## config.mk

```make
export PLATFORM = sky130hd
export DESIGN_NAME = subtractor_serial
export DESIGN_NICKNAME = d
export VERILOG_FILES = /design/src/rtl/subtractor_serial.sv
export SDC_FILE = /design/constraint.sdc
export NUM_CORES = 1
export LEC_CHECK = 0
export CORE_MARGIN = 10
export CORE_UTILIZATION = 49
export DETAILED_ROUTE_END_ITERATION = 6
export PLACE_DENSITY = 0.77
export SYNTH_ARGS = -nofsm -noshare
export SYNTH_HDL_FRONTEND = slang
export SYNTH_SLANG_ARGS = --single-unit
export TNS_END_PERCENT = 50
```

## constraint.sdc

```tcl
create_clock -name clk -period 1.94 [get_ports clk]
set_input_delay 0.388 -clock clk [delete_from_list [all_inputs] [get_ports clk]]
set_output_delay 0.388 -clock clk [all_outputs]
set_load 0.03 [all_outputs]
```

## src/rtl/subtractor_serial.sv

```systemverilog
// subtractor_serial: bit-serial subtractor D = A - B, LSB first, one bit per clock.
// The IDLE -> RUN -> DONE controller sits between a valid/ready operand port
// and a valid/ready result port. The operands are latched once. N cycles later
// the difference and the final borrow are presented and held until the consumer
// accepts them.
// Optional feature: define SUB_OVF_EN to add the registered signed-overflow
// output ovf. With the macro undefined the port and its logic are absent.
module subtractor_serial #(
    parameter int N = 6
) (
    input  logic         clk,
    input  logic         rst,
    input  logic         in_valid,
    output logic         in_ready,
    input  logic [N-1:0] A,
    input  logic [N-1:0] B,
    output logic         out_valid,
    input  logic         out_ready,
    output logic [N-1:0] D,
    output logic         bout
`ifdef SUB_OVF_EN
    ,
    output logic         ovf
`endif
);

    localparam int CW = $clog2(N);
    localparam logic [CW-1:0] LAST = CW'(N - 1);

    typedef enum logic [1:0] {
        IDLE = 2'd0,
        RUN  = 2'd1,
        DONE = 2'd2
    } state_t;

    state_t        state;
    logic [N-1:0]  a_sh;
    logic [N-1:0]  b_sh;
    logic          borrow;
    logic [CW-1:0] count;

    // Full-subtractor cell for the operand bits at the bottom of the shifters.
    logic bit_a;
    logic bit_b;
    logic diff_bit;
    logic borrow_nxt;

    // One full-subtractor bit slice on the current LSBs and the running borrow.
    always_comb begin
        bit_a      = a_sh[0];
        bit_b      = b_sh[0];
        diff_bit   = bit_a ^ bit_b ^ borrow;
        borrow_nxt = (~bit_a & bit_b) | (~(bit_a ^ bit_b) & borrow);
    end

`ifdef SUB_OVF_EN
    // On the last bit the operand shifters hold the latched sign bits at [0].
    // diff_bit is the result sign. Overflow means the operand signs differ and
    // the result sign differs from the minuend sign.
    logic ovf_nxt;
    always_comb begin
        ovf_nxt = (bit_a != bit_b) && (diff_bit != bit_a);
    end
`endif

    // Controller and datapath: a single registered FSM. in_ready and out_valid
    // are state flags kept in flops, so neither output has a combinational path.
    always_ff @(posedge clk) begin
        if (rst) begin
            state     <= IDLE;
            in_ready  <= 1'b1;
            out_valid <= 1'b0;
            D         <= '0;
            bout      <= 1'b0;
            a_sh      <= '0;
            b_sh      <= '0;
            borrow    <= 1'b0;
            count     <= '0;
`ifdef SUB_OVF_EN
            ovf       <= 1'b0;
`endif
        end else begin
            case (state)
                IDLE: begin
                    // in_ready is 1 throughout IDLE, so in_valid alone is the handshake.
                    if (in_valid) begin
                        a_sh     <= A;
                        b_sh     <= B;
                        borrow   <= 1'b0;
                        count    <= '0;
                        in_ready <= 1'b0;
                        state    <= RUN;
                    end
                end

                RUN: begin
                    // The result fills from the MSB end. After N shifts bit 0 is the LSB.
                    D      <= {diff_bit, D[N-1:1]};
                    a_sh   <= a_sh >> 1;
                    b_sh   <= b_sh >> 1;
                    borrow <= borrow_nxt;
                    if (count == LAST) begin
                        // The counter holds at N-1. It is reloaded on the next accept.
                        bout      <= borrow_nxt;
                        out_valid <= 1'b1;
                        state     <= DONE;
`ifdef SUB_OVF_EN
                        ovf       <= ovf_nxt;
`endif
                    end else begin
                        count <= count + 1'b1;
                    end
                end

                DONE: begin
                    // Results stay frozen until the consumer takes them.
                    if (out_ready) begin
                        out_valid <= 1'b0;
                        in_ready  <= 1'b1;
                        state     <= IDLE;
                    end
                end

                default: begin
                    state     <= IDLE;
                    in_ready  <= 1'b1;
                    out_valid <= 1'b0;
                end
            endcase
        end
    end

endmodule

```

Word level (Yosys, flattened, before mapping)
Index checks and enable logic that the tools add are counted.
Widths: inputs -> output; s select.
- $add $sub $neg: 1
- multiply operators: 0
- divide/modulo/power cells: 0
- order comparisons: 0
- equal/unequal tests: 7
- shift operators: 0
- muxes and demuxes: 18
- bitwise operators: 9
- reductions and logical operators: 8
- operator list (kind ; count):
    $pmux 6 s2 ; 2
    $mux 6 ; 2
    $reduce_and 3->1 ; 4
    $ne 2x2->1 const B ; 4
    $mux 2 ; 3
    $mux 3 ; 2
    $pmux 1 s3 ; 2
    $pmux 2 s3 ; 1
    $pmux 3 s2 ; 1
    $mux 1 ; 4
    $not 1->1 ; 4
    $reduce_and 2->1 ; 2
    $add 3x1->3 const B ; 1
    $eq 3x3->1 const B ; 1
    $and 1x1->1 ; 2
    $eq 2x1->1 const B ; 1
    $eq 2x2->1 const B ; 1
    $logic_not 2->1 ; 1
    $pmux 1 s2 ; 1
    $reduce_bool 2->1 ; 1
    $xor 1x1->1 ; 2
    $or 1x1->1 ; 1
- register bits after elaboration: 27
- latch bits: 0
- RAM bits: 0
- bits in read-only memories: 0
- bits of input ports: 16
- output and inout bits: 9
- logic and storage cells: 52
- memories kept: 0

Logic depth before layout (Yosys ltp)
- word-level depth: 5
- gate-level depth with buffers: 6
- depth with buffers taken out: 5

Least setup slack after synthesis
OpenSTA, ideal clock, no wires.
- path kind: reg-to-reg
- start point: register count[1]
- end point: register count[1]
- library setup time: 0.070 ns
- arrival time: 1.304 ns
- data required time: 1.870 ns
- setup slack: 0.565 ns
- stages on the path, launching flop included: 6
- path buffers: 0
- clock period less this slack: 1.375 ns
- cell sequence: dfxtp_1 -> inv_1 -> ha_1 -> and3_1 -> or4_1 -> a21oi_1
- cells in the longest elaborated chain, start to end: 3
- elaborated cells on any way between the ends: 6
- classes of those cells: 1 x add/sub; 2 x eq/ne; 2 x mux; 1 x reduce/logical
- RTL lines (element ; RTL line ; RTL):
    start: declaration ; 40 ; logic [CW-1:0] count;
    start signal: assignment ; 111 ; count <= count + 1'b1;
    $add 3x1->3 or $eq 3x3->1 (tied branches) ; 111, 102 ;
    $mux 3 or $ne 2x2->1 (tied branches) ; -- ;
    $pmux 3 s2 or $reduce_and 3->1 (tied branches) ; -- ;
Several ways; a longest one is shown, not always the timed one. The select of a mux whose other input is x is not followed.
A chain may end at the register's enable or synchronous reset.

Final worst setup path
- start point: register D[3]
- end point: output D[3]
- RTL lines (element ; RTL line ; RTL):
    start: declaration ; 19 ; output logic [N-1:0] D,
    start signal: assignment ; 98 ; D <= {diff_bit, D[N-1:1]};
No word-level cell between the ends.

==> results.py <==
metrics = {
    "run_status": {
        "outcome": "complete, no violations",
    },
    "synth": {
        "synthTopCellsByArea": "dfxtp_1 (45%), a21oi_1 (10%), nand2_1 (8.5%), a211oi_1 (5.6%), nor2_1 (3.8%)",
        "async_flop_share": 0,
        "synthDominantCellAreaShare": 0.451,
        "ys_seq_area_frac": 0.451,
        "yosysWarnings": 0,
        "ys.flop_type": "dfxtp_1",
        "synth_cells": 145,
        "yosysUniqueCellTypes": 31,
        "synth-adder-area-share": 0.0376,
        "syn_nets": 164,
        "yosysTopAreaCell": "dfxtp_1",
        "synth-simple-area-share": 0.196,
        "synth_seq_cells": 27,
        "muxShareOfSynthArea": 0,
        "synth-edff-count": 0,
        "synth_compound_area_frac": 0.248,
        "avgSynthCellArea_um2": 8.27,
        "syn_area_mm2": 0.00120,
        "synth-xor-area-share": 0,
        "synth_top_family_by_area": "compound AO/OA/AOI/OAI gates",
    },
    "worst_setup_path": {
        "cp-end-kind": "output pin",
        "startpoint": "D[3]$_SDFFE_PP0P_",
        "crit_slowest_cell": "clkdlybuf4s50_1",
        "path_buf_inv": 1,
        "arrival_ps": 1390,
        "regToRegStartpoint": "state[0]$_SDFFE_PP0P_",
        "critical_path_peak_fanout": 3,
        "critPathKind": "register to output pin",
        "crit_path_start_kind": "register",
        "max_stage_delay_ps": 680,
        "cp_data_required_time_ps": 1550,
        "path_cells": "clkdlybuf4s50_1",
        "path_delay_family": "buffers and inverters",
    },
    "route": {
        "ant_nets": 0,
        "drt_wl_total_mm": 2.65,
        "via_count": 1064,
        "drt_pass1_iterations": 5,
        "drt_iter0_drc": 43,
        "viasPerCell": 5.46,
        "avgRoutedWirePerCell_um": 13.6,
        "drc": 0,
    },
    "cts": {
        "cts-root-buf": "clkbuf_4",
        "cts_setup_buffers": 0,
        "cts_buffers": 3,
        "cts_hold_buf": 0,
        "post_cts_resized": 0,
        "cts_max_level": 1,
        "clock_path_buffers": 2,
        "clock_sinks": 27,
        "clk_pin_slew_ps": 150,
        "cts_tree": "yes",
        "clk_latency_ps": 330,
    },
    "global_route": {
        "grt_max_degree": 20,
        "overflow": 0,
        "grt_pass1_vias": 1072,
        "track_usage": 0.109,
        "antenna_found_initial": 0,
        "grt_pass1_wl_mm": 4.57,
    },
    "pwr": {
        "power_density_mw_per_mm2": 692,
        "leakagePower_nw": 0.544,
        "clockPowerShare": 0.246,
        "pwr-share-comb": 0.163,
        "p_seq_frac": 0.591,
        "total_power_mw": 1.02,
        "vdd_ir_drop_max_uv": 804,
        "switchingPower_mw": 0.278,
        "swShare": 0.272,
        "internal_power_mw": 0.743,
    },
    "timing": {
        "finalMaxSlewViolations": 0,
        "fmax_ghz": 0.561,
        "finalSetupViolCount": 0,
        "relSlewSlack": 0.605,
        "worst_pin_slew_ps": 593,
        "rsz0062_at_grt": "false",
        "finalClockSkew_ps": 3.61,
        "timing.final.crit_share": 0.919,
        "fin_tns_setup_ps": 0,
        "finalHoldViolCount": 0,
        "post-route-min-period_ps": 1780,
    },
    "place": {
        "dp_cells": 191,
        "place_congestion": 0.740,
        "hpwl_mm": 2.02,
        "portBuffers": 24,
    },
    "final_layout": {
        "drive_above_1_share": 0.0778,
        "layout_common_cells": "dfxtp_1 (27), nand2_1 (27), a21oi_1 (25)",
        "areaGrowthSynthToFinish_pct": 23.2,
        "fin_cells": 195,
        "antenna_cells": 0,
        "nets": 187,
        "utilization": 0.649,
    },
    "hold_path": {
        "hold_path_startpoint": "D[0]$_SDFFE_PP0P_",
        "hp-class": "register to register",
    },
    "floorplanning": {
        "die_y_um": 69.5,
        "io_pins": 25,
        "core-area_mm2": 0.00228,
        "die-width_um": 69.5,
        "die-area_mm2": 0.00482,
        "start_util": 0.527,
        "rows": 17,
    },
    "run": {
        "drv_cap": 0,
    },
}
final timing paths:
path | end | slack [ps] | cells after the start
setup / recovery | D[3] | 160 | 1
hold / removal | D[0]$_SDFFE_PP0P_ | 470 | 2
setup reg to reg | a_sh[2]$_SDFFE_PP0P_ | 280 | 3
hold reg to reg | D[0]$_SDFFE_PP0P_ | 470 | 2
layout make-up:
| cell class | instances | area (µm²) |
|---|---|---|
| fill | 204 | 800 |
| multi-input combinational | 103 | 578 |
| sequential | 27 | 541 |
| timing repair buffer | 29 | 278 |
| tap | 28 | 35.0 |
| clock buffer | 3 | 22.5 |
| inverter | 4 | 15.0 |
| clock inverter | 1 | 7.51 |
per-stage QoR:
step	area [µm²]	hold slack, ps	worst slack [ps]
6_report	1480	469	157
3_5_place_dp	1450	455	195
4_1_cts	1480	475	135
3_3_place_gp	1450	442	261
5_1_grt	1480	496	78.3
2_1_floorplan	1200	455	565
sequential cells by signal, summed over array words and instances (netlist names):
signal and flops:
D 6, a_sh 6, b_sh 6, borrow 1
bout 1, count 3, in_ready 1, out_valid 1
state 2
routing by layer:
| layer | global-route usage | wire length (µm) |
|---|---|---|
| met1 | 0.114 | 1120 |
| met2 | 0.186 | 1310 |
| met3 | 0.0514 | 204 |
| met4 | 0.0355 | 20 |
| met5 | 0 | 0 |
cell families (layout without fill, tap and decap cells):
group                    after synthesis  after routing
AO/OA/AOI/OAI                         47             47
AND/OR/NAND/NOR                       53             53
flip-flops                            27             27
adder cells (fa/ha/maj)                3              3
buffers and inverters                 15             37
synth_stat cells (all sizes together) (2+ instances only):
master,number
dfxtp,27
nand2,27
a21oi,25
nor2,12
a211oi,9
buf,9
inv,4
nor2b,3
o21ai,3
o21bai,3
clkbuf,2
ha,2
nand2b,2
o22ai,2
or2,2
or3,2
power by group through the flow:
stage | combinational, mW | clock (mW) | sequential, mW
floorplan | 0.101 | 0 | 0.617
global placement | 0.160 | 0 | 0.615
detailed placement | 0.166 | 0 | 0.616
CTS | 0.167 | 0.263 | 0.604
global route | 0.187 | 0.281 | 0.608
finish | 0.166 | 0.251 | 0.604
No activity file was read; power rests on OpenSTA's default activity.
==> variant: new RTL, same flow settings <==
Add a define of `SUB_OVF_EN`.
--- a/src/rtl/subtractor_serial.sv
+++ b/src/rtl/subtractor_serial.sv
@@ -7,2 +7,4 @@
 // output ovf. With the macro undefined the port and its logic are absent.
+`define SUB_OVF_EN
+
 module subtractor_serial #(
Function (old outputs only; new: ovf): kept (Yosys induction, for registers that start in step).
==> variant against the original RTL <==
- routed wire length decreased by 3.8%
- power rose by 1.0%
- sequential cell count is 1 higher
- count of clock-buffer cells in the layout did not move
- cell area rose by 1.1%
- combinational power increased by 4%
- area after synthesis up 3.1%
- setup slack improved by 9.8 ps
- final cell count down 3.1%
- critical endpoint is now out_valid
- largest cell class unchanged
- largest power group unchanged
- highest routed layer unchanged
==> variant: results (changes against the original RTL) <==
metric,value,unit,change
reg2reg_to,ovf,,was a_sh[2]
peakVddDrop,0.0004236,V,was 0.0008038 V
place_ws,226.8,ps,was 194.9 ps
hold-path-endpoint,ovf,,was D[0]
placementRows,18,,was 17
synthesis.nets,159,,was 164
port_buffers,25,,was 24
tightest_slew,448.5,ps,was 592.9 ps
grt_pass1_wl,4.312,mm,was 4.574 mm
dp_hpwl,1.850,mm,was 2.022 mm
routedWlPerCell,13.51,um,was 13.61 um
r2r_start,a_sh[0],,was state[0]
final_layout_size_suffix_gt1_share,6.918,%,was 7.784%
grt_pass1_vias,963,,was 1072
skew,2.516,ps,was 3.610 ps
synth_area_leaders,"dfxtp_1 45%, a21oi_1 7.7%, nand2_1 7.6%",,"was dfxtp_1 45%, a21oi_1 10%, nand2_1 8.5%"
grt_usage,10.11,%,was 10.87%
layout.nets,181,,was 187
met1_usage,12.19,%,was 11.35%
min_from,ovf,,was D[0]
outcome,"finished, final reports clean",,unchanged
first_pass_iters,4,,was 5
cts_made_buffers,3,,unchanged
met3_usage,2.119,%,was 5.136%
synth_commonest_cells,"28 x dfxtp_1, 25 x nand2_1, 19 x a21oi_1",,"was 27 x dfxtp_1, 27 x nand2_1, 25 x a21oi_1"
r2r_cells,5,,was 3
cp-startpoint,out_valid,,was D[3]
dpl_cell_area,1470,um^2,was 1446 um^2
grt_max_degree,30,,was 20
p_leak,0.0005870,uW,was 0.0005441 uW
rrSetupSlack,310,ps,was 280 ps
==> variant: where the power goes <==
group / switching, uW / total (uW) / internal, uW / leakage, uW
clock: 158 / 231 / 72.7 / 0.0000138
combinational: 91.2 / 172 / 80.9 / 0.000344
sequential: 23.0 / 629 / 606 / 0.000230
total: 272 / 1030 / 759 / 0.000587
==> variant: kinds of logic after synthesis <==
family          share of synthesized area, %
xor+xnor                              0.7086
mux                                   0.8097
compound gates                         23.79
buf+inv                                6.174
fa+ha+maj                              4.656
flops                                  45.34
simple gates                           18.52
==> variant: final cells by class <==
type | count | area (um^2)
Fill cell | 228 | 939.7
Inverter | 2 | 7.507
Clock buffer | 3 | 22.52
Multi-Input combinational cell | 99 | 599.3
Tap cell | 30 | 37.54
Sequential cell | 28 | 560.5
Timing Repair Buffer | 27 | 265.3
==> variant: worst max path at each step <==
stage | cells after the start | endpoint | slack, ps
3_5_place_dp | 4 | count[0] | 230
5_1_grt | 1 | D[4] | 100
6_report | 1 | out_valid | 170
4_1_cts | 1 | out_valid | 150
2_1_floorplan | 5 | ovf | 410
3_3_place_gp | 4 | count[0] | 290
==> variant: metal layers <==
metal | up-vias | wire length [um]
met5 | - | 0
met4 | 0 | 46
met3 | 6 | 91
met2 | 21 | 1233
met1 | 481 | 1182
li1 | 520 | -
==> variant: per-stage QoR <==
stage          instances  hold slack (ps)
6_report             189            464.2
5_1_grt              189            490.2
4_1_cts              189            467.6
3_5_place_dp         186            449.2
3_3_place_gp         186            436.4
2_1_floorplan        139            455.3
